## config.mk

```make
export PLATFORM = sky130hd
export DESIGN_NAME = hazard_stall_flat
export DESIGN_NICKNAME = d
export VERILOG_FILES = /design/src/rtl/hazard_stall_if.sv /design/src/rtl/hazard_stall.sv /design/src/flat_wrapper.sv
export SDC_FILE = /design/constraint.sdc
export NUM_CORES = 1
export LEC_CHECK = 0
export ABC_AREA = 1
export CORE_MARGIN = 4
export CORE_UTILIZATION = 45
export DETAILED_ROUTE_END_ITERATION = 10
export GPL_TIMING_DRIVEN = 0
export PLACE_DENSITY = 0.8
export SLEW_MARGIN = 40
export SYNTH_ARGS = -nofsm -noshare
export SYNTH_HDL_FRONTEND = slang
export SYNTH_SLANG_ARGS = --single-unit
```

## constraint.sdc

```tcl
create_clock -name clk -period 4.2 [get_ports clk]
set_clock_uncertainty 0.1 [all_clocks]
set_input_delay 0.42 -clock clk [delete_from_list [all_inputs] [get_ports clk]]
set_output_delay 0.42 -clock clk [all_outputs]
set_load 0.02 [all_outputs]
```

## src/rtl/hazard_stall_if.sv

```systemverilog
// Decode/execute instruction bus and the stall/bubble controls returned to the pipeline.
interface hazard_stall_if;
  logic [15:0] inst_id;    // instruction in IF/ID
  logic [15:0] inst_ex;    // instruction in ID/EX
  logic        stall_if;   // hold PC and IF/ID
  logic        bubble_ex;  // load nop into ID/EX
  logic        hold_ex;    // hold ID/EX
  logic        bubble_m;   // load nop into EX/M
  logic        md_start;   // start multiplier/divider
  logic        md_done;    // last EX cycle of MUL/DIV
  logic [15:0] stall_cnt;  // saturating stall-cycle counter

  // Pipeline side: presents instructions, consumes controls.
  modport master (
    output inst_id,
    output inst_ex,
    input  stall_if,
    input  bubble_ex,
    input  hold_ex,
    input  bubble_m,
    input  md_start,
    input  md_done,
    input  stall_cnt
  );

  // Interlock side: observes instructions, drives controls.
  modport slave (
    input  inst_id,
    input  inst_ex,
    output stall_if,
    output bubble_ex,
    output hold_ex,
    output bubble_m,
    output md_start,
    output md_done,
    output stall_cnt
  );
endinterface

```

## src/rtl/hazard_stall.sv

```systemverilog
// Pipeline interlock for the Folio CPU: stalls on load-use hazards and while a
// multi-cycle MUL/DIV occupies EX, and counts stall cycles.
module hazard_stall #(
  parameter logic [3:0]  LW_OP   = 4'h8,
  parameter logic [3:0]  MUL_FN  = 4'h4,
  parameter logic [3:0]  DIV_FN  = 4'h5,
  parameter int unsigned MUL_CYC = 3,
  parameter int unsigned DIV_CYC = 8
) (
  input logic           clk,
  input logic           rst_n,
  hazard_stall_if.slave bus
);

  localparam logic [3:0]  MdOp     = 4'hF;
  localparam logic [3:0]  MulCycM1 = 4'(MUL_CYC - 1);
  localparam logic [3:0]  DivCycM1 = 4'(DIV_CYC - 1);
  localparam logic [15:0] CntMax   = 16'hFFFF;

  typedef enum logic [0:0] {StIdle, StMdBusy} state_e;

  state_e      state_q, state_d;
  logic [3:0]  cnt_q, cnt_d;
  logic [15:0] stall_cnt_q, stall_cnt_d;

  // Field decode
  logic [3:0] op_ex, fn_ex, dst_ex;
  logic [3:0] op_id, rs1_id, rs2_id;
  logic       id_nop, id_is_lw, id_reads_op1, id_reads_op2;
  logic       is_mul, is_div, is_md, ex_is_lw, load_use;
  logic [3:0] md_cyc_m1;
  logic       unused_ex;

  assign op_ex  = bus.inst_ex[15:12];
  assign dst_ex = bus.inst_ex[11:8];
  assign fn_ex  = bus.inst_ex[3:0];
  assign op_id  = bus.inst_id[15:12];
  assign rs1_id = bus.inst_id[11:8];
  assign rs2_id = bus.inst_id[7:4];

  // op2 of the EX instruction never matters here.
  assign unused_ex = ^bus.inst_ex[7:4];

  // Read-set of the decode instruction: LW reads only op2, a nop reads nothing.
  assign id_nop       = (bus.inst_id == 16'h0000);
  assign id_is_lw     = (op_id == LW_OP);
  assign id_reads_op1 = !id_nop && !id_is_lw;
  assign id_reads_op2 = !id_nop;

  assign is_mul    = (op_ex == MdOp) && (fn_ex == MUL_FN);
  assign is_div    = (op_ex == MdOp) && (fn_ex == DIV_FN);
  assign is_md     = is_mul || is_div;
  assign md_cyc_m1 = is_div ? DivCycM1 : MulCycM1;

  // $0 is an ordinary register, so no zero-register exemption.
  assign ex_is_lw = (op_ex == LW_OP);
  assign load_use = ex_is_lw && !id_nop &&
                    ((id_reads_op1 && (rs1_id == dst_ex)) ||
                     (id_reads_op2 && (rs2_id == dst_ex)));

  // State, EX-cycle counter and stall counter registers
  always_ff @(posedge clk or negedge rst_n) begin
    if (!rst_n) begin
      state_q     <= StIdle;
      cnt_q       <= 4'd0;
      stall_cnt_q <= 16'd0;
    end else begin
      state_q     <= state_d;
      cnt_q       <= cnt_d;
      stall_cnt_q <= stall_cnt_d;
    end
  end

  // Next-state: MUL/DIV entry from IDLE, count down remaining EX cycles in MD_BUSY
  always_comb begin
    state_d = state_q;
    cnt_d   = cnt_q;
    unique case (state_q)
      StIdle: begin
        if (is_md) begin
          state_d = StMdBusy;
          cnt_d   = md_cyc_m1;
        end
      end
      StMdBusy: begin
        if (cnt_q > 4'd1) begin
          cnt_d = cnt_q - 4'd1;
        end else begin
          // Last EX cycle; the pipeline advances so the same op never re-triggers.
          state_d = StIdle;
          cnt_d   = 4'd0;
        end
      end
      default: begin
        state_d = StIdle;
        cnt_d   = 4'd0;
      end
    endcase
  end

  logic stall_if, bubble_ex, hold_ex, bubble_m, md_start, md_done;

  // Control outputs: combinational, forced low while reset is asserted
  always_comb begin
    stall_if  = 1'b0;
    bubble_ex = 1'b0;
    hold_ex   = 1'b0;
    bubble_m  = 1'b0;
    md_start  = 1'b0;
    md_done   = 1'b0;
    if (rst_n) begin
      unique case (state_q)
        StIdle: begin
          if (is_md) begin
            stall_if = 1'b1;
            hold_ex  = 1'b1;
            bubble_m = 1'b1;
            md_start = 1'b1;
          end else if (load_use) begin
            // The load reaches M next cycle, so one bubble clears the hazard.
            stall_if  = 1'b1;
            bubble_ex = 1'b1;
          end
        end
        StMdBusy: begin
          // load_use is ignored: EX holds the MUL/DIV, not a load.
          if (cnt_q > 4'd1) begin
            stall_if = 1'b1;
            hold_ex  = 1'b1;
            bubble_m = 1'b1;
          end else begin
            md_done = 1'b1;
          end
        end
        default: ;
      endcase
    end
  end

  // Saturating stall-cycle counter for performance analysis
  always_comb begin
    stall_cnt_d = stall_cnt_q;
    if (stall_if && (stall_cnt_q != CntMax)) begin
      stall_cnt_d = stall_cnt_q + 16'd1;
    end
  end

  assign bus.stall_if  = stall_if;
  assign bus.bubble_ex = bubble_ex;
  assign bus.hold_ex   = hold_ex;
  assign bus.bubble_m  = bubble_m;
  assign bus.md_start  = md_start;
  assign bus.md_done   = md_done;
  assign bus.stall_cnt = stall_cnt_q;

endmodule

```

## src/flat_wrapper.sv

```systemverilog
// flat-port wrapper written by rule: the top's interface ports become plain ports
module hazard_stall_flat 
#(
  parameter logic [3:0]  LW_OP   = 4'h8,
  parameter logic [3:0]  MUL_FN  = 4'h4,
  parameter logic [3:0]  DIV_FN  = 4'h5,
  parameter int unsigned MUL_CYC = 3,
  parameter int unsigned DIV_CYC = 8
)
  (clk, rst_n, bus_inst_id, bus_inst_ex, bus_stall_if, bus_bubble_ex, bus_hold_ex, bus_bubble_m, bus_md_start, bus_md_done, bus_stall_cnt);
  hazard_stall_if bus_i ();
  input logic clk;
  input logic rst_n;
  input wire logic [$bits(bus_i.inst_id)-1:0] bus_inst_id;
  input wire logic [$bits(bus_i.inst_ex)-1:0] bus_inst_ex;
  output wire logic [$bits(bus_i.stall_if)-1:0] bus_stall_if;
  output wire logic [$bits(bus_i.bubble_ex)-1:0] bus_bubble_ex;
  output wire logic [$bits(bus_i.hold_ex)-1:0] bus_hold_ex;
  output wire logic [$bits(bus_i.bubble_m)-1:0] bus_bubble_m;
  output wire logic [$bits(bus_i.md_start)-1:0] bus_md_start;
  output wire logic [$bits(bus_i.md_done)-1:0] bus_md_done;
  output wire logic [$bits(bus_i.stall_cnt)-1:0] bus_stall_cnt;
  assign bus_i.inst_id = bus_inst_id;
  assign bus_i.inst_ex = bus_inst_ex;
  assign bus_stall_if = bus_i.stall_if;
  assign bus_bubble_ex = bus_i.bubble_ex;
  assign bus_hold_ex = bus_i.hold_ex;
  assign bus_bubble_m = bus_i.bubble_m;
  assign bus_md_start = bus_i.md_start;
  assign bus_md_done = bus_i.md_done;
  assign bus_stall_cnt = bus_i.stall_cnt;
  hazard_stall #(.LW_OP(LW_OP), .MUL_FN(MUL_FN), .DIV_FN(DIV_FN), .MUL_CYC(MUL_CYC), .DIV_CYC(DIV_CYC)) u_core (.clk(clk), .rst_n(rst_n), .bus(bus_i));
endmodule
```

; ---- Yosys cells after proc, flatten, opt, wreduce, memory -nomap -nowiden
; Cells that the tools add are included.
[word_totals]
reg_bits = 21
input_bits = 34
[op_classes]
add_sub_neg = 2
order_cmp = 1
n_eq_ne = 9
muxes = 20
bitwise_logic = 1
reduce_logical = 13
[op_table]
columns = op, n
row1 = 16-bit by 1-bit adder with 16-bit output (second input constant), 1
row2 = 16-bit logical NOT, 1
row3 = 16-bit inequality test (second input constant), 1
row4 = 1-bit two-way mux, 14
row5 = 4-bit == test (second input constant), 3
row6 = 4-bit by 3-bit == test with 1-bit output (second input constant), 2
row7 = 4-bit == test, 2
row8 = 1-bit logical AND, 8
row9 = 4-bit two-way mux, 2
row10 = 4-bit one-hot mux with 2 select lines, 1
row11 = 4-bit by 1-bit greater-than comparator with 1-bit output (second input constant), 1
row12 = 1-bit one-hot mux with 2 select lines, 2
row13 = 4-bit by 1-bit subtractor with 4-bit output (second input constant), 1
row14 = 3-bit two-way mux, 1
row15 = 1-bit logical NOT, 2
row16 = 1-bit logical OR, 2
row17 = 2-bit by 1-bit inequality test with 1-bit output (second input constant), 1
row18 = 1-bit NOT, 1

; ---- Depth between registers and ports, before layout
; Gate-level depths: netlist of run 1.
[depth]
ltp_word = 11
ltp_mapped = 13
ltp_nobuf = 12

; ---- Worst setup path after synthesis of run 1
; Ideal clock, no wire load.
[synth_path]
path_kind = flip-flop to output port
startpoint = reg u_core.cnt_q[0]
endpoint = out bus_hold_ex
t_arrival_ns = 1.518
path_slack_ns = 2.162
path_stages_with_launch = 10
n_path_buf = 1
cell_sequence = dfrtp_1 -> inv_1 -> ha_1 -> nor2_1 -> nor3_1 -> or2_1 -> nand2_2 -> nand2_2 -> inv_1 -> buf_4
[synth_via]
elab_chain_len = 4
[synth_rtl]
columns = element, line_no
row1 = from (decl), hazard_stall.sv:23  ; logic [3:0] cnt_q, cnt_d;
row2 = from (signal assigned), hazard_stall.sv:69  ; cnt_q <= cnt_d;
row3 = 4-bit by 1-bit greater-than comparator with 1-bit output, n/a
row4 = 1-bit two-way mux, n/a
row5 = 1-bit one-hot mux with 2 select lines, n/a
row6 = named net u_core.state_d, hazard_stall.sv:22  ; state_e state_q, state_d;
row7 = 1-bit two-way mux, hazard_stall.sv:111  ; if (rst_n) begin
row8 = to (decl), flat_wrapper.sv:18  ; output wire logic [$bits(bus_i.hold_ex)-1:0] bus_hold_ex;
; The timed path passes the listed nets, and every way through them passes these cells.

; ---- Worst setup path after layout of run 1
[layout_path]
startpoint = in rst_n
endpoint = out bus_stall_if
[layout_via]
elab_chain_len = 1
[layout_rtl]
columns = element, line_no
row1 = from (decl), flat_wrapper.sv:13  ; input logic rst_n;
row2 = 1-bit two-way mux, hazard_stall.sv:111
row3 = to (decl), flat_wrapper.sv:16  ; output wire logic [$bits(bus_i.stall_if)-1:0] bus_stall_if;
; No other way between the ends.

==> metrics.yaml, run 1 <==
fin_crit_sh_pct: 74.4
via_per_inst: 4.77
hold_viol_final: 0
crit_family: "buffers and inverters"
cts_tree: "done"
wl_per_cell_um: 11.3
outcome: "finished, final reports clean"
worstSetupPathType: "primary input to output port"
syn-num-nets: 266
ir_drop_uv: 221
synthXorXnorAreaFrac_pct: 11.1
clockBufferDepth: 2
grt_antenna_before_repair: 0
fin_ws_ns: 1.08
cp.required_ns: 3.68
powerDensity_nw_per_um2: 256
num_io_pins: 56
rows: 21
cp.arrival_ns: 2.60
die_y_um: 67.3
first_pass_iters: 4
overflow: 0
fin_cells: 331
synth_top_family_by_area: "simple AND/OR/NAND/NOR gates"
seq_area_frac_synth_pct: 33.2
cpMaxStageDelayCell: "clkdlybuf4s50_1"
portBuffers: 51
h-tree-depth: 1
vias: 1578
start_util_pct: 47.0
drive_above_1_share_pct: 7.02
nNetsFinal: 323
relSlewSlack_pct: 65.8
core_area_um2: 3360
clock_latency_ns: 0.30
dp_hpwl_mm: 3.00
first_iter_violations: 61
multiInputGateArea_um2: 927
grt_max_degree: 25
ant_nets: 0
syn2layout_area_growth_pct: 38.0
fin_tns_setup_ns: 0
crit_chain: "dlygate4sd3_1 -> buf_2 -> nand2_1 -> inv_1 -> nand3_1 -> nand2_4 -> buf_4 -> clkdlybuf4s50_1"
synthMuxAreaShare_pct: 0
diodes: 0
yosysUniqueCellTypes: 27
tightest_slew_ns: 0.512
total_power_mw: 0.558
clockRootBuffer: "clkbuf_4"
crit_path_start_kind: "primary input"
remaining_drc_errors: 0
grt_usage_pct: 17.8
syn_inst: 229
hold_path_class: "register to register"
place.gp.congestion: 0.842
ff_latch_area_um2: 526
min_period_ns: 3.12
drv_cap: 0
dp_slack_ns: 1.17
drv_slew: 0
post_cts_buffers: 0
cts.sinks: 21
synth_compound_area_share_pct: 2.06
p_leak_nw: 1.01
max_stage_delay_ns: 0.61
placed_cells: 326
critPathCaptureType: "output port"
setup_viol: 0
timing.fmax_mhz: 320
cp_max_fo: 24
grt_first_pass_wirelength_mm: 6.24
clk_pin_slew_ns: 0.12
synth_simple_gate_area_share_pct: 43.1
fill_cells: 320
synth_fa_ha_area_share_pct: 2.37
syn_avg_cell_area_um2: 6.91
numCtsBuffers: 3
drt-total-wl_mm: 3.75
syn_area_um2: 1580
rsz0062_at_grt: "false"
critical_path_buf_inv_count: 5
grt_pass1_vias: 1458
die_w_um: 67.3
synth_warnings: 0
ys_ff_latch: 21
dieArea_um2: 4530
stage by stage:
stage / util [%] / cell area [um^2] / hold slack, ns
after global routing: 64.9 / 2180 / 0.478
after global placement: 63.9 / 2150 / 0.401
after detailed placement: 63.8 / 2140 / 0.325
after CTS: 64.9 / 2180 / 0.447
after floorplan: - / 1580 / 0.0244
final: 64.9 / 2180 / 0.447
logic make-up (layout without fill, tap and decap cells):
group | Yosys count | count (layout)
AND/OR/NAND/NOR | 150 | 150
XOR/XNOR | 20 | 20
buffers and inverters | 30 | 86
flip-flops | 21 | 21
adder cells (fa/ha/maj) | 3 | 3
AO/OA/AOI/OAI | 5 | 5
cells in the mapped netlist:
cell / n / area (um^2)
nand3_1: 30 / 150
o211ai_1: 1 / 7.51
o22ai_1: 1 / 6.26
nand2_1: 70 / 263
dfrtp_1: 21 / 526
ha_1: 3 / 37.5
nand4_1: 1 / 6.26
nor3_2: 1 / 10.0
buf_2: 1 / 5.00
or2_1: 1 / 6.26
buf_6: 1 / 11.3
buf_4: 2 / 15.0
nor3_1: 5 / 25.0
inv_1: 26 / 97.6
xor2_1: 13 / 114
nor2_2: 1 / 6.26
nor2_1: 31 / 116
o21ai_0: 1 / 5.00
nand2_4: 2 / 22.5
a21oi_1: 1 / 5.00
nor2_4: 2 / 22.5
o221ai_1: 1 / 8.76
xnor2_1: 7 / 61.3
nand3_2: 1 / 10.0
nand3_4: 1 / 17.5
nand2_2: 3 / 18.8
nand3b_1: 1 / 7.51
placed cells by master (no fill, tap or decap), types with 2 or more instances in the layout:
cell type         n
buf_2             2
buf_4             2
clkbuf_4          3
clkdlybuf4s50_1  50
dfrtp_1          21
ha_1              3
inv_1            26
nand2_1          70
nand2_2           3
nand2_4           2
nand3_1          30
nor2_1           31
nor2_4            2
nor3_1            5
xnor2_1           7
xor2_1           13
power by group:
part	switching, mW	total, mW	internal [mW]
combinational	0.0954	0.194	0.0988
sequential	0.0401	0.267	0.227
clock	0.0614	0.0969	0.0355
what timing repair did:
action / CTS / global route
hold buffers: 1 / 0
endpoints found under the hold margin: 21 / 0
gates resized for setup: 0 / 0
worst min-delay path: stages (launching register included):
cell and delay [ns]:
dfrtp_1 0.38, nand2_1 0.07, nand3_1 0.07
state kept, by name, indices dropped and copies added (netlist names):
signal,flops
u_core.state_q,1
u_core.bus.stall_cnt,16
u_core.cnt_q,4
per-layer routing:
metal | track usage [%] | wire [um] | vias to the layer above
met4 | 6.84 | 58 | 0
met1 | 24.5 | 1800 | 695
met2 | 28.2 | 1650 | 46
met3 | 2.50 | 242 | 6
li1 | - | - | 831
met5 | 0 | 0 | -
worst paths after layout:
check | from | end | slack [ns] | cells after the start
max | rst_n | bus_stall_if | 1.08 | 8
min | u_core.cnt_q[2]$_DFFE_PN0P_ | u_core.cnt_q[2]$_DFFE_PN0P_ | 0.45 | 2
max reg2reg | u_core.cnt_q[0]$_DFFE_PN0P_ | u_core.bus.stall_cnt[9]$_DFFE_PN0P_ | 2.14 | 12
min reg2reg | u_core.cnt_q[2]$_DFFE_PN0P_ | u_core.cnt_q[2]$_DFFE_PN0P_ | 0.45 | 2
max in group asynchronous | rst_n | u_core.bus.stall_cnt[8]$_DFFE_PN0P_ | 3.15 | 2
min in group asynchronous | rst_n | u_core.cnt_q[1]$_DFFE_PN0P_ | 0.51 | 2
area by class of cell:
class	count	share of cell area, %
Buffer	4	1.43
Multi-Input combinational cell	178	42.5
Timing Repair Buffer	52	23.6
Clock inverter	1	0.229
Clock buffer	3	1.03
Sequential cell	21	24.1
Tap cell	46	2.64
Inverter	26	4.47
No activity file was read; power rests on OpenSTA's default activity.
==> run 2, diff against run 1 <==
--- a/config.mk
+++ b/config.mk
@@ -7,10 +7,10 @@
 export LEC_CHECK = 0
 export ABC_AREA = 1
 export CORE_MARGIN = 4
-export CORE_UTILIZATION = 45
+export CORE_UTILIZATION = 41
 export DETAILED_ROUTE_END_ITERATION = 10
 export GPL_TIMING_DRIVEN = 0
-export PLACE_DENSITY = 0.8
+export PLACE_DENSITY = 0.77
 export SLEW_MARGIN = 40
 export SYNTH_ARGS = -nofsm -noshare
 export SYNTH_HDL_FRONTEND = slang
==> constraint.sdc (replaced) <==
create_clock -name clk -period 2.5 [get_ports clk]
set_clock_uncertainty 0.1 [all_clocks]
set_input_delay 0.25 -clock clk [delete_from_list [all_inputs] [get_ports clk]]
set_output_delay 0.25 -clock clk [all_outputs]
set_load 0.02 [all_outputs]
==> run 2 against run 1 <==
Combinational power rose by 76%; flip-flop and latch count did not move; largest power group unchanged; clock power rose by 130%; critical path depth rose by 2; power rose by 81%; highest routed layer unchanged.
==> metrics.yaml, run 2 (synthesis results as in run 1) <==
drv_slew: 0  # unchanged
critical_path_buf_inv_count: 3  # was 5
max_stage_delay_ns: 0.38  # was 0.61 ns
multiInputGateArea_um2: 937  # was 927 um^2
num_io_pins: 56  # unchanged
ant_nets: 0  # unchanged
drive_above_1_share_pct: 8.42  # was 7.02%
drt-total-wl_mm: 3.93  # was 3.75 mm
clockRootBuffer: "clkbuf_8"  # was clkbuf_4
grt_use_met3_pct: 2.73  # was 2.50%
met1_usage_pct: 22.1  # was 24.5%
place.gp.congestion: 0.894  # was 0.842
fin_ws_ns: 0.0733  # was 1.08 ns
first_iter_violations: 43  # was 61
die_y_um: 70.1  # was 67.3 um
fill_cells: 355  # was 320
vias: 1593  # was 1,578
start_util_pct: 42.9  # was 47.0%
grt_max_degree: 22  # was 25
portBuffers: 51  # unchanged
clock_latency_ns: 0.26  # was 0.30 ns
ff_latch_area_um2: 526  # unchanged
ir_drop_uv: 343  # was 221 uV
crit_path_start_kind: "register"  # was primary input
reg2reg_setup_slack_ns: 0.53  # was 2.14 ns
powerDensity_nw_per_um2: 455  # was 256 nW/um^2
remaining_drc_errors: 0  # unchanged
total_power_mw: 1.01  # was 0.558 mW
overflow: 0  # unchanged
rows: 22  # was 21
drv_cap: 0  # unchanged
dp_slack_ns: -0.201  # was 1.17 ns
cp.required_ns: 2.15  # was 3.68 ns
layout_common_cells: "nand2_1, clkdlybuf4s50_1, nor2_1, nand3_1, inv_1"  # was nand2_1, clkdlybuf4s50_1, nor2_1
via_per_inst: 4.78  # was 4.77
numCtsBuffers: 3  # unchanged
grt_antenna_before_repair: 0  # unchanged
fin_tns_setup_ns: 0  # unchanged
cp.depth: 10  # was 8
worstSetupPathType: "register to output port"  # was primary input to output port
p_leak_nw: 1.05  # was 1.01 nW
rsz0062_at_grt: "true"  # was false
first_pass_iters: 4  # unchanged
cts.sinks: 21  # unchanged
r2r-end: "u_core.bus.stall_cnt[8]$_DFFE_PN0P_"  # was u_core.bus.stall_cnt[9]$_DFFE_PN0P_
nNetsFinal: 323  # unchanged
placed_cells: 328  # was 326
hold_viol_final: 0  # unchanged
finalHoldWorstSlack_ns: 0.0198  # was 0.447 ns
grt_pass1_vias: 1472  # was 1,458
syn2layout_area_growth_pct: 40.0  # was 38.0%
fin_area_um2: 2210  # was 2180 um^2
die_w_um: 70.1  # was 67.3 um
min_period_ns: 2.43
clockBufferDepth: 2  # unchanged
place_area_um2: 2150  # was 2140 um^2
h-tree-depth: 1  # unchanged
grt_usage_pct: 16.1  # was 17.8%
setup_viol: 0  # unchanged
crit_top_cell: "nand2_2"
outcome: "finished, final reports clean"  # unchanged
cp-endpoint: "bus_stall_if"  # unchanged
fin_cells: 333  # was 331
fin_util_pct: 60.0  # was 64.9%
diodes: 0  # unchanged
core_area_um2: 3690  # was 3360 um^2
startpoint: "u_core.cnt_q[0]$_DFFE_PN0P_"  # was rst_n
grt_use_met2_pct: 25.8  # was 28.2%
clk_pin_slew_ns: 0.07  # was 0.12 ns
tightest_slew_ns: 0.473  # was 0.512 ns
crit_chain: "inv_1 -> ha_1 -> nor2_2 -> nor3_2 -> or2_4 -> nand2_2 -> nand2_2 -> nand2_4 -> buf_6 -> clkdlybuf4s15_2"  # was dlygate4sd3_1 -> buf_2 -> nand2_1 -> inv_1 -> nand3_1 -> nand2_4 -> buf_4 -> clkdlybuf4s50_1
largest_register_ff_count: 16  # unchanged
relSlewSlack_pct: 68.5  # was 65.8%
cts_tree: "done"  # unchanged
cpMaxStageDelayCell: "dfrtp_1"  # was clkdlybuf4s50_1
critPathCaptureType: "output port"  # unchanged
dp_hpwl_mm: 3.02  # was 3.00 mm
r2r-start: "u_core.cnt_q[0]$_DFFE_PN0P_"  # unchanged
fin_crit_sh_pct: 97.1
worstRegToRegCells: 12  # unchanged
timing.fmax_mhz: 412
hold_path_class: "primary input to async pin"  # was register to register
wl_per_cell_um: 11.8  # was 11.3 um
top_usage_layer: "met2"  # unchanged
dieArea_um2: 4910  # was 4530 um^2
cp.arrival_ns: 2.08  # was 2.60 ns
cp_max_fo: 10  # was 24
final_common_cell: "nand2_1"  # unchanged
crit_family: "simple AND/OR/NAND/NOR gates"  # was buffers and inverters
grt_first_pass_wirelength_mm: 6.54  # was 6.24 mm
## run 2: changes by cell type in the layout (fill, tap and decap cells not counted), sizes merged
cell | previous run | this run
clkdlybuf4s50 | 50 | 46
clkdlybuf4s15 | 0 | 2
buf | 5 | 6
clkbuf | 3 | 4
clkinv | 1 | 0
dlygate4sd2 | 0 | 1
dlygate4sd3 | 1 | 0
dlymetal6s2s | 0 | 1
## run 2: power breakdown
part | switching (mW) | leakage (nW) | internal, mW
Combinational | 0.170 | 0.738 | 0.170
Sequential | 0.0665 | 0.286 | 0.382
Clock | 0.106 | 0.0228 | 0.113
## run 2: routing by layer
layer | share of wire (%) | up-vias
li1 | - | 829
met1 | 49 | 713
met2 | 45 | 46
met3 | 4.7 | 5
met4 | 1.2 | 0
met5 | 0 | -
## run 2: how the worst min path moves through the flow
stage | from | to | slack (ns) | depth (start not counted)
2_1_floorplan | rst_n | u_core.bus.stall_cnt[0]$_DFFE_PN0P_ | -0.15 | 0
3_3_place_gp | u_core.cnt_q[2]$_DFFE_PN0P_ | u_core.cnt_q[2]$_DFFE_PN0P_ | 0.40 | 2
3_5_place_dp | rst_n | u_core.bus.stall_cnt[15]$_DFFE_PN0P_ | 0.16 | 1
4_1_cts | rst_n | u_core.bus.stall_cnt[3]$_DFFE_PN0P_ | 0.39 | 5
5_1_grt | rst_n | u_core.bus.stall_cnt[0]$_DFFE_PN0P_ | 0.07 | 2
6_report | rst_n | u_core.bus.stall_cnt[13]$_DFFE_PN0P_ | 0.02 | 2
## run 2: what timing repair did
item | CTS | global route
endpoints found under the setup margin | 3 | 4
pin swaps | 1 | 0
cloned | 0 | 0
buffers inserted | 0 | 0
resized for setup | 6 | 5
endpoints found under the hold margin | 21 | 0
hold buffers | 1 | 0
## run 2: layout make-up
class	instances	share of cell area (%)
flip-flops and latches	21	23.7
multi-input cells	178	42.3
plain buffers	4	1.58
inverters	26	4.41
repair buffers	52	23.2
clock buffers	4	2.04
well taps	48	2.71
==> patch (settings of run 2) <==
Reset style: synchronous (`rst_n`), changed in one clocked block.
--- a/src/rtl/hazard_stall.sv
+++ b/src/rtl/hazard_stall.sv
@@ -61,3 +61,3 @@
   // State, EX-cycle counter and stall counter registers
-  always_ff @(posedge clk or negedge rst_n) begin
+  always_ff @(posedge clk) begin
     if (!rst_n) begin
Function: differs if rst_n is asserted again (counterexample within 4 cycles, from zero or initial values and one cycle with rst_n low); with rst_n held inactive, the same outputs for 10 cycles.
==> patch against run 2 <==
  * Die area down 6.0%
  * Sequential cell count unchanged
  * Routed wire length decreased by 9.2%
  * Setup slack gained 0.088 ns
  * Count of clock-buffer cells in the layout did not move
  * Synthesized cell count shrank 0.44%
  * Critical path depth increased by 2
  * Area after synthesis decreased by 6.8%
  * Design area decreased by 5.7%
  * Critical path type unchanged
  * Largest cell class unchanged
  * Highest routed layer unchanged
Power is not compared: it rests on default switching activity, and its combinational part moved more than twofold at a synthesized area within 25%.
==> patch: results (changes against run 2) <==
status=finished clean; Slew @ Worst Pin=0.326 ns (-0.147 ns); pin count of the biggest net entering global routing=12 (-45%); total placed instance area=0.00204 mm^2 (-4.9%); Critical Path AT=1.99 ns (-0.09 ns); CTS clock-pin slew for the worst setup and hold paths=0.11 ns (+0.04 ns); GRT met3 Usage=4.93% (+2.2 points); syn nets=265 (-0.38%); placer congestion estimate=0.887 (-0.86%); clock root cell=clkbuf_4; vias per inst=4.71 (-1.5%); R2R Setup Slk=0.43 ns (-0.10 ns); FF-to-FF Start=u_core.bus.stall_cnt[0]; post-route design area=0.00209 mm^2 (-5.7%); Critical Path Slowest Stage Cell=dfxtp_2; layout cell share with drive strength beyond 1=7.09% (-1.3 points); inverters=25 (-3.8%); Non-Filler Instances=328 (-1.5%); wire length on met1=1.62 mm (-16%); Worst Reg-to-Reg Cells=10 (-2); HP Class=reg -> reg; Post-synth top cells=nand2_1, nor2_1, inv_1, nand3_1, dfxtp_1; Final Net Count=320 (-0.93%); sequential cell area fraction in the yosys report=28.5% (-4.7 points); #MultiIn Comb=176 (-1.1%); pre-CTS setup slack=-0.305 ns (-0.104 ns); DR iter-0 viols=103 (+140%); Post-Place Cells=325 (-0.91%)
[patch: cell types whose count changed after synthesis, sizes merged, moves of 2 or more]
cell	delta
clkinv	+2
dfxtp	+21
inv	-3
dfrtp	-21
nand2	-17
nand3	-8
nand3b	+3
a21oi	+18
o21ai	+2
[patch: worst max path at each step]
stage,startpoint,to,slack [ns],cells after the start
3_5_place_dp,bus_inst_ex[11],bus_stall_if,-0.30,12
3_3_place_gp,bus_inst_ex[11],bus_stall_if,-0.28,12
2_1_floorplan,u_core.bus.stall_cnt[0],u_core.bus.stall_cnt[0],0.51,9
6_report,u_core.cnt_q[0],bus_stall_if,0.16,12
5_1_grt,u_core.cnt_q[0],bus_stall_if,-0.005,12
4_1_cts,u_core.cnt_q[1],bus_stall_if,-0.05,12
[patch: kinds of logic after synthesis]
kind of cell / count (synthesis) / synth area share (%)
simple gates: 130 / 39.9
buf+inv: 31 / 9.08
compound gates: 24 / 8.66
flops: 21 / 28.5
xor+xnor: 19 / 11.3
fa+ha+maj: 3 / 2.55
